**config.mk**
```make
export PLATFORM = sky130hd
export DESIGN_NAME = onn_phase_bank_flat
export DESIGN_NICKNAME = d
export VERILOG_FILES = /design/src/rtl/onn_phase_bank_if.sv /design/src/rtl/onn_phase_bank.sv /design/src/flat_wrapper.sv
export SDC_FILE = /design/constraint.sdc
export NUM_CORES = 1
export LEC_CHECK = 0
export CAP_MARGIN = 10
export CORE_MARGIN = 3
export CORE_UTILIZATION = 50
export DETAILED_ROUTE_END_ITERATION = 8
export DONT_BUFFER_PORTS = 1
export PLACE_DENSITY = 0.67
export SYNTH_ARGS = -nofsm -noshare
export SYNTH_HDL_FRONTEND = slang
export SYNTH_SLANG_ARGS = --single-unit
export TNS_END_PERCENT = 1
```
**constraint.sdc**
```tcl
create_clock -name clk -period 2.5 [get_ports clk]
set_input_delay 0.125 -clock clk [delete_from_list [all_inputs] [get_ports clk]]
set_output_delay 0.125 -clock clk [all_outputs]
set_load 0.1 [all_outputs]
```
**src/rtl/onn_phase_bank_if.sv**
```systemverilog
// Phase-bank port bundle: triggers and candidate phases in, phases and flags out.
// ONN_PIN_EN adds a per-neuron pin vector.
interface onn_phase_bank_if #(
  parameter int N             = 8,
  parameter int PHASE_W       = 4,
  parameter int STABLE_CHECKS = 3
);
  localparam int CNT_W = $clog2(STABLE_CHECKS + 1);

  logic                 drop;
  logic                 state_check;
  logic [N*PHASE_W-1:0] ini_phase;
  logic [N*PHASE_W-1:0] phase;
  logic [N*PHASE_W-1:0] phi_out;
  logic [N-1:0]         state_changed;
  logic                 any_changed;
  logic                 check_done;
  logic [CNT_W-1:0]     stable_cnt;
  logic                 converged;
`ifdef ONN_PIN_EN
  logic [N-1:0]         pin;
`endif

  modport master (
    output drop,
    output state_check,
    output ini_phase,
    output phase,
`ifdef ONN_PIN_EN
    output pin,
`endif
    input  phi_out,
    input  state_changed,
    input  any_changed,
    input  check_done,
    input  stable_cnt,
    input  converged
  );

  modport slave (
    input  drop,
    input  state_check,
    input  ini_phase,
    input  phase,
`ifdef ONN_PIN_EN
    input  pin,
`endif
    output phi_out,
    output state_changed,
    output any_changed,
    output check_done,
    output stable_cnt,
    output converged
  );
endinterface

```
**src/rtl/onn_phase_bank.sv**
```systemverilog
// Bank of N oscillator phase registers with change flags and convergence tracking.
// Optional ONN_PIN_EN: pinned neurons hold their phase on check events.
module onn_phase_bank #(
  parameter int N             = 8,
  parameter int PHASE_W       = 4,
  parameter int STABLE_CHECKS = 3
) (
  input logic               clk,
  input logic               re,
  onn_phase_bank_if.slave   bus
);
  localparam int W     = N * PHASE_W;
  localparam int CNT_W = $clog2(STABLE_CHECKS + 1);
  localparam logic [CNT_W-1:0] CNT_MAX = CNT_W'(STABLE_CHECKS);

  logic             drop_d;
  logic             check_d;
  logic             drop_ev;
  logic             check_ev;
  logic             check_only;

  logic [W-1:0]     phi_q;
  logic [W-1:0]     phi_nx;
  logic [W-1:0]     chk_phi;
  logic [N-1:0]     chg_q;
  logic [N-1:0]     chg_nx;
  logic [N-1:0]     chk_vec;
  logic [N-1:0]     hold;
  logic             any_q;
  logic             any_nx;
  logic             done_q;
  logic             done_nx;
  logic [CNT_W-1:0] cnt_q;
  logic [CNT_W-1:0] cnt_nx;
  logic [CNT_W-1:0] cnt_chk;
  logic             conv_q;
  logic             conv_nx;

`ifdef ONN_PIN_EN
  assign hold = bus.pin;
`else
  assign hold = '0;
`endif

  assign drop_ev    = bus.drop & ~drop_d;
  assign check_ev   = bus.state_check & ~check_d;
  // drop takes precedence; a coincident check is simply discarded
  assign check_only = check_ev & ~drop_ev;

  always_comb begin
    chk_phi = phi_q;
    chk_vec = '0;
    for (int i = 0; i < N; i++) begin
      if (!hold[i] &&
          phi_q[i*PHASE_W +: PHASE_W] !=
          bus.phase[i*PHASE_W +: PHASE_W]) begin
        chk_vec[i] = 1'b1;
        chk_phi[i*PHASE_W +: PHASE_W] =
          bus.phase[i*PHASE_W +: PHASE_W];
      end
    end
  end

  always_comb begin
    if (|chk_vec)
      cnt_chk = '0;
    else if (cnt_q == CNT_MAX)
      cnt_chk = cnt_q;
    else
      cnt_chk = cnt_q + CNT_W'(1);
  end

  always_comb begin
    phi_nx  = phi_q;
    chg_nx  = chg_q;
    any_nx  = any_q;
    done_nx = 1'b0;
    cnt_nx  = cnt_q;
    conv_nx = conv_q;
    unique case (1'b1)
      drop_ev: begin
        phi_nx  = bus.ini_phase;
        chg_nx  = '1;
        any_nx  = 1'b1;
        cnt_nx  = '0;
        conv_nx = 1'b0;
      end
      check_only: begin
        phi_nx  = chk_phi;
        chg_nx  = chk_vec;
        any_nx  = |chk_vec;
        done_nx = 1'b1;
        cnt_nx  = cnt_chk;
        conv_nx = (cnt_chk == CNT_MAX);
      end
      default: ;
    endcase
  end

  always_ff @(posedge clk or posedge re) begin
    if (re) begin
      drop_d  <= 1'b0;
      check_d <= 1'b0;
      phi_q   <= '1;
      chg_q   <= '0;
      any_q   <= 1'b0;
      done_q  <= 1'b0;
      cnt_q   <= '0;
      conv_q  <= 1'b0;
    end else begin
      drop_d  <= bus.drop;
      check_d <= bus.state_check;
      phi_q   <= phi_nx;
      chg_q   <= chg_nx;
      any_q   <= any_nx;
      done_q  <= done_nx;
      cnt_q   <= cnt_nx;
      conv_q  <= conv_nx;
    end
  end

  assign bus.phi_out       = phi_q;
  assign bus.state_changed = chg_q;
  assign bus.any_changed   = any_q;
  assign bus.check_done    = done_q;
  assign bus.stable_cnt    = cnt_q;
  assign bus.converged     = conv_q;
endmodule
```
**src/flat_wrapper.sv**
```systemverilog
// flat-port wrapper written by rule: the top's interface ports become plain ports
module onn_phase_bank_flat 
#(
  parameter int N             = 8,
  parameter int PHASE_W       = 4,
  parameter int STABLE_CHECKS = 3
)
  (clk, re, bus_drop, bus_state_check, bus_ini_phase, bus_phase, bus_phi_out, bus_state_changed, bus_any_changed, bus_check_done, bus_stable_cnt, bus_converged);
  onn_phase_bank_if #(.N(N), .PHASE_W(PHASE_W), .STABLE_CHECKS(STABLE_CHECKS)) bus_i ();
  input logic clk;
  input logic re;
  input wire logic [$bits(bus_i.drop)-1:0] bus_drop;
  input wire logic [$bits(bus_i.state_check)-1:0] bus_state_check;
  input wire logic [$bits(bus_i.ini_phase)-1:0] bus_ini_phase;
  input wire logic [$bits(bus_i.phase)-1:0] bus_phase;
  output wire logic [$bits(bus_i.phi_out)-1:0] bus_phi_out;
  output wire logic [$bits(bus_i.state_changed)-1:0] bus_state_changed;
  output wire logic [$bits(bus_i.any_changed)-1:0] bus_any_changed;
  output wire logic [$bits(bus_i.check_done)-1:0] bus_check_done;
  output wire logic [$bits(bus_i.stable_cnt)-1:0] bus_stable_cnt;
  output wire logic [$bits(bus_i.converged)-1:0] bus_converged;
  assign bus_i.drop = bus_drop;
  assign bus_i.state_check = bus_state_check;
  assign bus_i.ini_phase = bus_ini_phase;
  assign bus_i.phase = bus_phase;
  assign bus_phi_out = bus_i.phi_out;
  assign bus_state_changed = bus_i.state_changed;
  assign bus_any_changed = bus_i.any_changed;
  assign bus_check_done = bus_i.check_done;
  assign bus_stable_cnt = bus_i.stable_cnt;
  assign bus_converged = bus_i.converged;
  onn_phase_bank #(.N(N), .PHASE_W(PHASE_W), .STABLE_CHECKS(STABLE_CHECKS)) u_core (.clk(clk), .re(re), .bus(bus_i));
endmodule
```
==> results.toml, run 1 <==
[synthesis]
synth_edf_count = 0
synth-seq-cells = 47
syn_area_per_cell_sq_um = 9.362
nets_in_the_synthesized_netlist = 329
mappedNetlistArea_sq_um = 2444
yosysWarningCount = 0
synth_top_cell_by_area = "sky130_fd_sc_hd__dfstp_2"
yosysSeqAreaShare_pct = 49.77
postSynth.topFlopCell = "sky130_fd_sc_hd__dfstp_2"
postSynth.asyncResetShare_pct = 100.0
yosys.area.top_type_share_pct = 34.41
synth_most_common_cell = "sky130_fd_sc_hd__nand2_1"
ys_types = 24
syn_inst = 261
synth_commonest_cells = "67 x sky130_fd_sc_hd__nand2_1, 35 x sky130_fd_sc_hd__nor2_1, 32 x sky130_fd_sc_hd__a31oi_1, 32 x sky130_fd_sc_hd__dfstp_2, 28 x sky130_fd_sc_hd__xor2_1"
synth_area_leaders = "sky130_fd_sc_hd__dfstp_2 34%, sky130_fd_sc_hd__dfrtp_1 15%, sky130_fd_sc_hd__nand2_1 10%, sky130_fd_sc_hd__xor2_1 10%, sky130_fd_sc_hd__a31oi_1 8.2%"

[floorplanning]
die_y_um = 75.91
io_pins = 113
dieWidth_um = 75.91
die_area_sq_um = 5762
floorplan.initialDensity_pct = 53.89
coreArea_sq_um = 4534
placement_rows = 24

[clock_network]
cts_setup_buffers = 0
cts_buffer_depth = 2
tritoncts.num_buffers = 5
tritoncts = "yes"
clkTransAtPathRegs_ns = 0.08
cts_num_sinks = 47
clock_tree.root_cell = "sky130_fd_sc_hd__clkbuf_8"
clkLatencyLatePin_ns = 0.30
cts_htree_levels = 2

[power_and_ir_drop]
worst_ir_drop_on_vdd_uv = 447.4
leakage_uw = 0.001530
power_density_nw_per_um2 = 830.1

[detailed_routing]
via_per_inst = 5.235
drt_pre_antenna_iters = 5
detailroute.via_count = 2293
detail_route.wirelength_um = 7105
post-route-drc-count = 0
wl_per_cell_um = 16.22
detailedRoute.firstIterationViolations = 114
route.antenna.remaining_nets = 0

[timing]
final.setup.tns_ns = 0
final-max-slew-violation-count = 0
final_critical_path_share_of_the_clock_period_pct = 95.40
hold_viol = 0
timing.final.ws_setup_ns = 0.1150
setup_violations = 0
holdWs_ns = 0.2109
max_clock_freq_ghz = 0.4193
layout_min_cycle_time_ns = 2.385
unrepaired_setup_endpoints_after_global_routing = "yes"
maxSlewHeadroom_pct = 37.49
tightest_slew_ns = 0.9363
skew_ns = 0.004165

[global_routing]
grt_start_max_net_pins = 48
grt_util_all_layers_pct = 24.63
first_global_vias = 2501
antenna_found_initial = 0
overflow = 0
grt_first_pass_wirelength_um = 11540

[setup_path]
r2r-end = "u_core.bus.phi_out[24]"
worstPathRequired_ns = 2.74
r2r-start = "u_core.check_d"
start_kind = "register"
end_kind = "register"
reg2reg_slack_ns = 0.11
timing_worst_setup_path_type = "reg2reg"
cp.arrival_ns = 2.63
timing.reg2reg.worst_path_depth = 5
cp_max_fo = 15

[cells_and_area]
layout.area.seq_sq_um = 1216
area_growth_pct = 47.62
stdcell_area_sq_um = 3607
n_fill_cell = 302
finalCoreUtilization_pct = 79.55
n_antenna_cell = 0
post_route_cells_drive_above_1_share_pct = 26.27
finish.net_count = 440
multi_input_area_sq_um = 1179

[placed_design]
dpl-instance-area_sq_um = 2836
place.gp.congestion = 0.7685
place.detailed.hpwl_um = 4357
post-place-ws_ns = 0.7097
numPortBuffers = 0

[run]
cap_viol_max_count = 0

[hold_path]
hold_path_class = "in2reg"
holdPathStages = 4
end_point_of_the_most_critical_hold_path = "u_core.bus.any_changed"
min-delay-start = "bus_phase[29]"

[status]
outcome = "finished, final reports clean"
[area by class of cell]
cell class	instances	share of cell area, %
Multi-Input combinational cell	202	32.67
Tap cell	65	2.255
Inverter	2	0.2081
Sequential cell	47	33.71
Clock buffer	8	2.775
Timing Repair Buffer	114	28.37
[state kept, by name, summed over array words and instances, names as in the netlist]
| register | flops |
|---|---|
| u_core.bus.check_done | 1 |
| u_core.bus.state_changed | 8 |
| u_core.bus.phi_out | 32 |
| u_core.bus.any_changed | 1 |
| u_core.check_d | 1 |
| u_core.drop_d | 1 |
| u_core.bus.converged | 1 |
| u_core.bus.stable_cnt | 2 |
[worst max-delay path, cell delays in order, from the launching register on]
cell and delay, ns:
sky130_fd_sc_hd__dfrtp_1 0.38, sky130_fd_sc_hd__nand2b_1 0.44, sky130_fd_sc_hd__o21ai_1 0.66, sky130_fd_sc_hd__nor2_1 0.11
sky130_fd_sc_hd__a31oi_1 0.19, sky130_fd_sc_hd__dlygate4sd3_1 0.57
[how the worst max path moves through the flow]
stage | start | end | slack, ns | cells after the start
5_1_grt | u_core.check_d | u_core.bus.phi_out[6] | -0.08 | 5
6_report | u_core.check_d | u_core.bus.phi_out[24] | 0.11 | 5
4_1_cts | u_core.check_d | u_core.bus.phi_out[4] | 0.18 | 5
3_5_place_dp | u_core.check_d | u_core.bus.phi_out[4] | 0.71 | 4
3_3_place_gp | u_core.check_d | u_core.bus.phi_out[12] | 0.75 | 4
2_1_floorplan | u_core.bus.phi_out[25] | u_core.bus.converged | 0.49 | 5
[layer usage]
layer / routed length (um) / vias to the layer above / GRT usage [%]
met5: 0 / - / 0
met4: 100 / 0 / 6.522
met3: 459 / 14 / 5.687
met2: 3834 / 84 / 46.90
met1: 2711 / 1088 / 27.38
li1: - / 1107 / -
[repair_timing]
item / CTS / global route
hold endpoints to repair: 49 / 0
gates resized for setup: 0 / 0
setup endpoints to repair: 0 / 15
hold buffers: 67 / 0
[cells by family (layout without fill, tap and decap cells)]
group / after synthesis / after routing / synth area share [%]
buf+inv: 12 / 124 / 1.997
xor+xnor: 32 / 32 / 11.47
compound gates: 51 / 51 / 13.77
simple gates: 119 / 119 / 22.99
flops: 47 / 47 / 49.77
[stage by stage]
step,instances,power (uW)
after floorplan,261,2099
after global placement,363,2304
after detailed placement,363,2322
after CTS,438,2988
after global routing,438,3113
final,438,2994
[power by group]
part | internal (uW) | total (uW) | switching, uW
clock network | 253 | 500 | 247
registers | 929 | 1010 | 76.6
logic | 413 | 1490 | 1080
[cells in the final DEF (no fill, tap or decap), types with 3 or more instances in the layout]
cell	instances
sky130_fd_sc_hd__o21ai_1	5
sky130_fd_sc_hd__a21o_1	8
sky130_fd_sc_hd__nand2b_1	3
sky130_fd_sc_hd__nand2_1	67
sky130_fd_sc_hd__nor4_4	4
sky130_fd_sc_hd__xnor2_1	4
sky130_fd_sc_hd__nor2_1	35
sky130_fd_sc_hd__a22o_1	3
sky130_fd_sc_hd__dlygate4sd3_1	67
sky130_fd_sc_hd__buf_4	47
sky130_fd_sc_hd__clkbuf_8	7
sky130_fd_sc_hd__xor2_1	28
sky130_fd_sc_hd__dfrtp_1	15
sky130_fd_sc_hd__a31oi_1	32
sky130_fd_sc_hd__dfstp_2	32
Note: power is estimated with default switching activity, not from simulation.
==> run 2, diff against run 1 <==
==> constraint.sdc (replaced) <==
create_clock -name clk -period 2.5 [get_ports clk]
set_input_delay 0.375 -clock clk [delete_from_list [all_inputs] [get_ports clk]]
set_output_delay 0.375 -clock clk [all_outputs]
set_load 0.1 [all_outputs]
==> results.toml, run 2 (same netlist as run 1, synthesis figures left out) <==
[power_and_ir_drop]
worst_ir_drop_on_vdd_uv = 548.5
power_density_nw_per_um2 = 960.4
power.clock.fraction_pct = 16.2
seq_power_share_pct = 40.7
proportion_of_total_power_due_to_net_switching_pct = 49.35
cellInternalPower_uw = 1375
net-switching-power_uw = 1340
leakage_uw = 0.001200
comb_power_share_pct = 43.1

[timing]
final-max-slew-violation-count = 0
holdWs_ns = 0.07246
max_clock_freq_ghz = 0.5595
layout_min_cycle_time_ns = 1.787
skew_ns = 0.003415
maxSlewHeadroom_pct = 35.82
final.setup.tns_ns = 0
unrepaired_setup_endpoints_after_global_routing = "no"
tightest_slew_ns = 0.9626
setup_violations = 0
hold_viol = 0
final_critical_path_share_of_the_clock_period_pct = 71.50

[clock_network]
tritoncts.num_buffers = 5
clkLatencyLatePin_ns = 0.30
cts_buffer_depth = 2
tritoncts = "yes"
hold_buffer_count_at_cts = 0
cts_htree_levels = 2
post_cts_resized = 0
cts_num_sinks = 47
clkTransAtPathRegs_ns = 0.08
clock_tree.root_cell = "sky130_fd_sc_hd__clkbuf_8"
cts_setup_buffers = 0

[status]
outcome = "finished, final reports clean"

[setup_path]
end_kind = "register"
cp.arrival_ns = 2.03
cp_num_buf_inv = 0
start_kind = "register"
worstPathCellList = "xor2_1 -> nor4_2 -> nand4_1 -> nor4_4 -> a22o_1"
max_stage_delay_ns = 0.54
worstPathRequired_ns = 2.74
cp_max_fo = 4
crit_slowest_cell = "sky130_fd_sc_hd__dfstp_2"
timing_worst_setup_path_type = "reg2reg"
critical-path-top-delay-family = "simple AND/OR/NAND/NOR gates"

[cells_and_area]
n_antenna_cell = 0
finish.net_count = 361
area_growth_pct = 15.72
final_cell_mix = "67 x sky130_fd_sc_hd__nand2_1, 35 x sky130_fd_sc_hd__nor2_1, 35 x sky130_fd_sc_hd__buf_4"
number_of_flip_flops_in_the_largest_register = 32
finalCoreUtilization_pct = 62.36
layout.cells.most_common = "sky130_fd_sc_hd__nand2_1"
post_route_cells_drive_above_1_share_pct = 28.91

[detailed_routing]
wl_per_cell_um = 15.82
drt_pre_antenna_iters = 4
post-route-drc-count = 0
dr.max_layer_used = "met4"
routedLengthMet1_um = 2229
route.antenna.remaining_nets = 0
routed-wl-met3_um = 551
wl_met2_um = 2872
detailedRoute.firstIterationViolations = 107
detail_route.wirelength_um = 5678
detailroute.via_count = 1907
via_per_inst = 5.312

[floorplanning]
floorplan.initialDensity_pct = 53.89
coreArea_sq_um = 4534
placement_rows = 24
dieWidth_um = 75.91
io_pins = 113
die_y_um = 75.91
die_area_sq_um = 5762

[placed_design]
place.detailed.hpwl_um = 4305
numPortBuffers = 0
place.gp.congestion = 0.8097

[global_routing]
overflow = 0
antenna_found_initial = 0
first_global_vias = 1876
grt_first_pass_wirelength_um = 9259
grt_util_all_layers_pct = 20.10
grt_start_max_net_pins = 36

[hold_path]
hold_path_class = "in2async"

[run]
cap_viol_max_count = 0
[run 2: power by group through the flow]
stage	Sequential, uW	Clock (uW)	Combinational [uW]
floorplan	1810	0	291
global placement	1110	0	1170
detailed placement	1120	0	1180
CTS	1110	458	1180
global route	1120	495	1230
finish	1110	439	1170
[run 2: cell type report]
class / instances / area, sq um
fillers: 393 / 1707
flip-flops and latches: 47 / 1216
multi-input cells: 202 / 1179
repair buffers: 35 / 262.8
well taps: 65 / 81.33
clock buffers: 7 / 76.32
inverters: 2 / 7.507
clock inverters: 1 / 5.005
[run 2: metal layers]
layer	track usage [%]	vias to the layer above
met5	0	-
met4	4.891	0
met3	8.294	2
met2	33.87	79
met1	23.96	872
li1	-	954
[run 2: path summary, 6_finish.rpt]
| kind | start | endpoint | cells after the start | slack, ns |
|---|---|---|---|---|
| max | u_core.bus.phi_out[5] | u_core.bus.converged | 5 | 0.71 |
| min | re | u_core.bus.state_changed[3] | 1 | 0.07 |
| max reg2reg | u_core.bus.phi_out[5] | u_core.bus.converged | 5 | 0.71 |
| min reg2reg | u_core.bus.phi_out[22] | u_core.bus.phi_out[22] | 3 | 0.77 |
| max in group asynchronous | re | u_core.bus.phi_out[15] | 2 | 1.70 |
| min in group clk | bus_drop | u_core.drop_d | 0 | 0.10 |
[run 2: through the flow]
step	setup slack, ns	cells	area, sq um	power (uW)
after floorplan	0.4934	261	2444	2099
after global placement	0.7528	351	2746	2284
after detailed placement	0.7034	351	2746	2298
after CTS	0.6840	359	2828	2744
after global routing	0.4895	359	2828	2845
final	0.7126	359	2828	2716
